## config.mk

```make
export PLATFORM = sky130hd
export DESIGN_NAME = serial_mac
export DESIGN_NICKNAME = d
export VERILOG_FILES = /design/src/rtl/serial_mac.sv
export SDC_FILE = /design/constraint.sdc
export NUM_CORES = 1
export LEC_CHECK = 0
export CORE_MARGIN = 8
export CORE_UTILIZATION = 36
export DETAILED_ROUTE_END_ITERATION = 6
export PLACE_DENSITY = 0.5
export SLEW_MARGIN = 20
export SYNTH_ARGS = -nofsm -noshare
export SYNTH_HDL_FRONTEND = slang
export SYNTH_SLANG_ARGS = --single-unit
```

## constraint.sdc

```tcl
create_clock -name clk -period 4 [get_ports clk]
set_input_delay 0.8 -clock clk [delete_from_list [all_inputs] [get_ports clk]]
set_output_delay 0.8 -clock clk [all_outputs]
set_load 0.005 [all_outputs]
```

## src/rtl/serial_mac.sv

```systemverilog
// Serial multiply-accumulate engine: one signed product per enabled tap, summed over a frame,
// then rounded, scaled and saturated into a registered result with a one-cycle valid strobe.
module serial_mac #(
  parameter int FILTER_IN_BITS  = 16,
  parameter int COEFF_BITS      = 16,
  parameter int FILTER_OUT_BITS = 16,
  parameter int NUMBER_OF_TAPS  = 64,
  parameter int OUT_SHIFT       = 15,
  localparam int COUNTER_BITS   = $clog2(NUMBER_OF_TAPS),
  localparam int ACC_BITS       = FILTER_IN_BITS + COEFF_BITS + COUNTER_BITS
) (
  input  logic                       clk,
  input  logic                       rst,
  input  logic                       clk_enable,
  input  logic                       phase_min,
  input  logic [COUNTER_BITS-1:0]    current_count,
  input  logic [FILTER_IN_BITS-1:0]  delay_filter_in,
  input  logic [COEFF_BITS-1:0]      coeff,
  output logic [FILTER_OUT_BITS-1:0] filter_out,
  output logic                       filter_out_valid,
  output logic                       filter_out_sat
);

  localparam int PROD_BITS = FILTER_IN_BITS + COEFF_BITS;
  localparam int RND_BITS  = ACC_BITS + 1;
  localparam logic [COUNTER_BITS-1:0] LAST_IDX = COUNTER_BITS'(NUMBER_OF_TAPS - 1);
  localparam logic signed [RND_BITS-1:0] ROUND_BIAS =
    (OUT_SHIFT == 0) ? '0 : RND_BITS'(1) << ((OUT_SHIFT == 0) ? 0 : OUT_SHIFT - 1);
  localparam logic signed [RND_BITS-1:0] OUT_MAX =
    RND_BITS'((64'sd1 <<< (FILTER_OUT_BITS - 1)) - 64'sd1);
  localparam logic signed [RND_BITS-1:0] OUT_MIN = ~OUT_MAX;

  // One guard bit above the accumulator absorbs the rounding bias.
  function automatic logic signed [RND_BITS-1:0] round_shift(
    input logic signed [ACC_BITS-1:0] v
  );
    logic signed [RND_BITS-1:0] w;
    w = RND_BITS'(v) + ROUND_BIAS;
    return w >>> OUT_SHIFT;
  endfunction

  // Returns {clipped, value}.
  function automatic logic [FILTER_OUT_BITS:0] saturate(
    input logic signed [RND_BITS-1:0] v
  );
    if (v > OUT_MAX) return {1'b1, OUT_MAX[FILTER_OUT_BITS-1:0]};
    if (v < OUT_MIN) return {1'b1, OUT_MIN[FILTER_OUT_BITS-1:0]};
    return {1'b0, v[FILTER_OUT_BITS-1:0]};
  endfunction

  logic signed [PROD_BITS-1:0] prod_p0;
  logic signed [PROD_BITS-1:0] prod_p1;
  logic                        vld_p1;
  logic                        first_p1;
  logic                        last_p1;
  logic signed [ACC_BITS-1:0]  acc;
  logic signed [ACC_BITS-1:0]  prod_ext_p1;
  logic signed [ACC_BITS-1:0]  sum_p1;
  logic                        in_frame;
  logic                        emit_p1;
  logic [FILTER_OUT_BITS:0]    sat_res_p1;

  always_comb begin
    prod_p0 = PROD_BITS'($signed(delay_filter_in)) * PROD_BITS'($signed(coeff));
  end

  // Stage 0 -> 1: capture tap flags and the product
  always_ff @(posedge clk or negedge rst) begin
    if (!rst) begin
      vld_p1   <= 1'b0;
      first_p1 <= 1'b0;
      last_p1  <= 1'b0;
      prod_p1  <= '0;
    end else begin
      vld_p1   <= clk_enable;
      first_p1 <= clk_enable & phase_min;
      last_p1  <= clk_enable & (current_count == LAST_IDX);
      if (clk_enable) prod_p1 <= prod_p0;
    end
  end

  always_comb begin
    prod_ext_p1 = ACC_BITS'(prod_p1);
    sum_p1      = first_p1 ? prod_ext_p1 : acc + prod_ext_p1;
    emit_p1     = vld_p1 & last_p1 & (in_frame | first_p1);
    sat_res_p1  = saturate(round_shift(sum_p1));
  end

  // Stage 1 -> 2: accumulate, track the frame, register the scaled result
  always_ff @(posedge clk or negedge rst) begin
    if (!rst) begin
      acc              <= '0;
      in_frame         <= 1'b0;
      filter_out       <= '0;
      filter_out_valid <= 1'b0;
      filter_out_sat   <= 1'b0;
    end else begin
      if (vld_p1) begin
        if (last_p1) begin
          acc      <= '0;
          in_frame <= 1'b0;
        end else begin
          acc <= sum_p1;
          if (first_p1) in_frame <= 1'b1;
        end
      end
      filter_out_valid <= emit_p1;
      filter_out_sat   <= emit_p1 & sat_res_p1[FILTER_OUT_BITS];
      if (emit_p1) filter_out <= sat_res_p1[FILTER_OUT_BITS-1:0];
    end
  end

endmodule
```

# After elaboration in Yosys (flattened, before gate mapping)
# Index checks and enable logic that the tools add are counted.
# W data, S select, Z words.
classes:
  addsub: 2
  multipliers: 1
  n_div: 0
  n_lt_le_gt_ge: 2
  n_eq_ne: 1
  shift: 0
  muxes: 11
  bitwise: 6
  reduce_logical: 2
ops:
  columns: ["operator", "n"]
  rows:
  - ["$mux W38", 2]
  - ["$mux W17", 4]
  - ["$add A38 B16 Y39 const B", 1]
  - ["$add A38 B32 Y38", 1]
  - ["$mul A16 B16 Y32", 1]
  - ["$gt A24 B16 Y1 const B", 1]
  - ["$lt A24 B16 Y1 const B", 1]
  - ["$eq A6 B6 Y1 const B", 1]
  - ["$and A1 B1 Y1", 5]
  - ["$mux W1", 5]
  - ["$reduce_and A2 Y1", 1]
  - ["$reduce_bool A2 Y1", 1]
  - ["$or A1 B1 Y1", 1]
totals:
  reg_bits: 92
  latchBits: 0
  ram_bits: 0
  romBits: 0
  in_bits: 42
  out_inout_bits: 18
  word_cells: 34
  mem_count: 0

# Depth between registers and ports, before layout
depth:
  word_depth: 9
  ltp_mapped: 26
  ltp_nobuf: 25

# Least setup slack after synthesis
# Ideal clock, no wire load.
synth_path:
  path_kind: "input -> register"
  start: "input port delay_filter_in[4]"
  end: "register prod_p1[31]"
  setup_ps: 125
  arrival_time_ps: 6830
  path_slack_ps: -2955
  cell_stages: 23
  path_cell_list: "clkbuf_1 nand2_1 fa_1 inv_1 fa_1 fa_1 ha_1 fa_1 fa_1 ha_1 and4_1 a211oi_1 o21ai_0 a311oi_1 nor2_1 o41ai_1 o2111ai_1 nand2_1 o211a_1 a211oi_1 a31oi_1 xnor2_1 mux2_2"
synth_between:
  elab_chain_cells: 1
synth_lines:
  columns: ["item", "line_no", "text"]
  rows:
  - ["from (decl)", "17", "input logic [FILTER_IN_BITS-1:0] delay_filter_in,"]
  - ["$mul A16 B16 Y32", "64", "prod_p0 = PROD_BITS'($signed(delay_filter_in)) * PROD_BITS'($signed(coeff));"]
  - ["to (signal assigned)", "78", "if (clk_enable) prod_p1 <= prod_p0;"]
  - ["to (decl)", "52", "logic signed [PROD_BITS-1:0] prod_p1;"]
# No other way between the ends.
# A chain may end at the register's enable or synchronous reset.

# Worst setup path in the final report
layout_path:
  start: "input port coeff[1]"
  end: "register prod_p1[24]"
layout_between:
  elab_chain_cells: 1
layout_lines:
  columns: ["item", "line_no", "text"]
  rows:
  - ["from (decl)", "18", "input logic [COEFF_BITS-1:0] coeff,"]
  - ["$mul A16 B16 Y32", "64", null]
# No other way between the ends.

==> run_results.csv <==
group,metric,value,unit
global_routing,grt_max_degree,71,
drt,routed_via_density,4.83,
drt,route.detailed.drc,0,
finish,drive_gt1_share,33.8,%
critical_path,critPathMostFrequentCell,"fa_1",
global_routing,track_usage,17.8,%
critical_path,required,4.25,ns
clock_tree,htreeDepth,3,
sta,fmax,160,MHz
clock_tree,cts_sinks,92,
sta,rsz0062_at_grt,"true",
outcome,status,"complete, but fails checks",
clock_tree,clock_latency,0.36,ns
critical_path,rrSetupSlack,-0.34,ns
critical_path,cp_slowest_cell,"fa_2",
drt,drt_iter0_drc,683,
die,dieHeight,230,µm
logic_synthesis,syn-cell-area,0.0164,mm²
critical_path,crit_type,"in -> reg",
clock_tree,cts_tree,"yes",
critical_path,slowest_delay,0.60,ns
critical_path,startpoint_type,"primary input",
logic_synthesis,syn-num-nets,2247,
drt,dr_total_vias,13800,
die,ioPinCount,60,
finish,mostFrequentLayoutCell,"buf_4",
finish,fill_cells,4237,
die,rows,78,
clock_tree,clockRootBuffer,"clkbuf_16",
sta,finalWorstSetupSlack,-2.25,ns
placed_design,port_buffers,59,
drt,routed_wl,46.4,mm
critical_path,worstPathArrival,6.50,ns
critical_path,critPathMaxFanout,5,
finish,layout.cells.non_filler,2857,
logic_synthesis,synth_ff_type,"dfrtp_1",
clock_tree,cts_buffer_depth,2,
placed_design,place.gp.congestion,0.876,
critical_path,crit_path_cell_trace,"buf_8 > buf_8 > buf_4 > nand2_2 > fa_1 > inv_1 > fa_1 > fa_2 > inv_2 > fa_1 > inv_1 > fa_1 > fa_1 > ha_4 > or3_4 > o21ai_2 > a21oi_2 > a211o_1 > a31o_4 > a21o_1 > a21o_1 > a21oi_2 > xnor2_1 > mux2_4",
drt,post_drt_wl_per_cell,16.2,µm
sta,report.final.setup_viol,42,
hold_path,hold_class,"reg -> reg",
sta,min_period,6.25,ns
logic_synthesis,ys_ff_latch,92,
finish,multi_input_comb_area,0.0139,mm²
drt,drt_first_pass_iters,4,
finish,seq_area,0.00230,mm²
finish,n_antenna_cell,0,
job,maxCapViolCount,0,
placed_design,dp_cells,2756,
logic_synthesis,yosys_warnings,0,
critical_path,critPathCaptureType,"register",
finish,mostFrequentLayoutCells,"buf_4 (350), inv_1 (296), fa_1 (248)",
sta,final-max-slew-violation-count,0,
sta,worst_slew_pin_slew,0.945,ns
clock_tree,clk_pin_slew,0.07,ns
die,core_area,0.0452,mm²
placed_design,dp_hpwl,36.7,mm
logic_synthesis,synth_cell_types,87,
drt,postRouteAntennaNets,0,
die,initial_core_util,36.4,%
logic_synthesis,ys_seq_area_share,14.0,%
finish,nets,2677,
sta,clock_skew,0.0114,ns
clock_tree,numCtsBuffers,9,
global_routing,grt_overflow,0,
die,die_x,230,µm
logic_synthesis,synth-edff-count,0,
die,die_area,0.0527,mm²
sta,hold_violations,0,
global_routing,grt_pass1_wl,77.0,mm
global_routing,grt_pass1_vias,14900,
logic_synthesis,postSynthAreaPerCell,9.02,µm²
logic_synthesis,syn_inst,1822,
outcome,failed_checks,"setup timing",
finish,area_delta_synth_final,39.6,%
logic_synthesis,async_flop_share,100,%
sta,relSlewSlack,37.0,%
clock_tree,cts_hold_buffers,0,
global_routing,antenna_found_initial,0,
sta,post-route-period-util,156,%
worst max-delay path: cells and delay by family:
kind	cells	cell delay, ns
AOI/OAI and AO/OA	7	1.16
xor gates and xnor gates	1	0.08
adders and majority gates	7	3.32
buffers and inverters	6	0.47
muxes	1	0.25
and+or+nand+nor	2	0.41
synthesized netlist by cell type (8+ instances only):
master	n	area (µm²)
a211oi_1	9	67.6
a21o_1	24	180
a21oi_1	80	400
a22o_1	21	184
a31oi_1	8	50.1
and2_1	109	682
and3_1	12	75.1
clkbuf_1	58	218
dfrtp_1	92	2300
fa_1	263	5270
ha_1	120	1500
inv_1	329	1230
mux2_2	30	338
mux2i_1	11	110
nand2_1	207	777
nand2b_1	14	87.6
nand3_1	19	95.1
nand4_1	12	75.1
nor2_1	75	282
nor3_1	18	90.1
o211ai_1	14	105
o21a_1	8	60.1
o21ai_0	49	245
o21ai_1	12	60.1
o2bb2ai_1	15	131
or3_1	9	56.3
xnor2_1	51	447
xor2_1	30	263
path summary, 6_finish.rpt:
check / cells past startpoint / end / start
max: 24 / prod_p1[24] / coeff[1]
min: 2 / filter_out[15] / filter_out[15]
max reg2reg: 15 / filter_out[4] / prod_p1[15]
min reg2reg: 2 / filter_out[15] / filter_out[15]
max in group asynchronous: 2 / acc[12] / rst
min in group asynchronous: 1 / prod_p1[5] / rst
final cells by class:
cell class	count	share of cell area, %
clock buffer	9	0.982
inverter	331	5.42
timing repair buffer	490	19.4
sequential	92	10.0
multi-input combinational	1328	60.7
tap	600	3.27
clock inverter	7	0.256
cell families (layout without fill, tap and decap cells):
group	after synthesis	in the layout	synth area share, %
AOI/OAI and AO/OA	301	301	12.6
and+or+nand+nor	522	522	15.9
buffers and inverters	402	837	9.30
DFF	92	92	14.0
muxes	41	41	2.73
adders and majority gates	383	383	41.2
xor gates and xnor gates	81	81	4.32
state kept, by name (all words and copies together) (netlist names):
signal / count
in_frame: 1
acc: 38
filter_out_valid: 1
vld_p1: 1
first_p1: 1
filter_out: 16
last_p1: 1
filter_out_sat: 1
prod_p1: 32
layer usage:
layer  part of all wire [%]  GRT usage [%]  routed length [µm]  vias to the layer above
met4                    2.5           4.54                1170                        0
met5                      0              0                   0                        -
li1                       -              -                   -                     6729
met3                    3.0           1.82                1380                       58
met1                     47           24.3               22000                     6788
met2                     47           29.8               21900                      218
through the flow:
stage	hold slack, ns	utilization, %	area (µm²)	setup TNS (ns)	setup slack [ns]
4_1_cts	0.479	49.3	22300	-48.45	-2.27
6_report	0.474	50.8	22900	-47.63	-2.25
3_5_place_dp	0.461	45.7	20600	-72.47	-3.22
2_1_floorplan	0.454	-	17100	-40.03	-2.22
5_1_grt	0.501	50.8	22900	-55.59	-2.46
3_3_place_gp	0.460	45.7	20600	-70.83	-3.15
timing repair:
item	4_1_cts	5_1_grt
pin swaps	135	91
buffers inserted	49	30
resized for setup	289	131
setup endpoints to repair	45	44
hold endpoints to repair	0	0
cloned	13	0
Power is not shown: default switching activity piles up to over one toggle a cycle in this logic, so the estimate is an artifact.
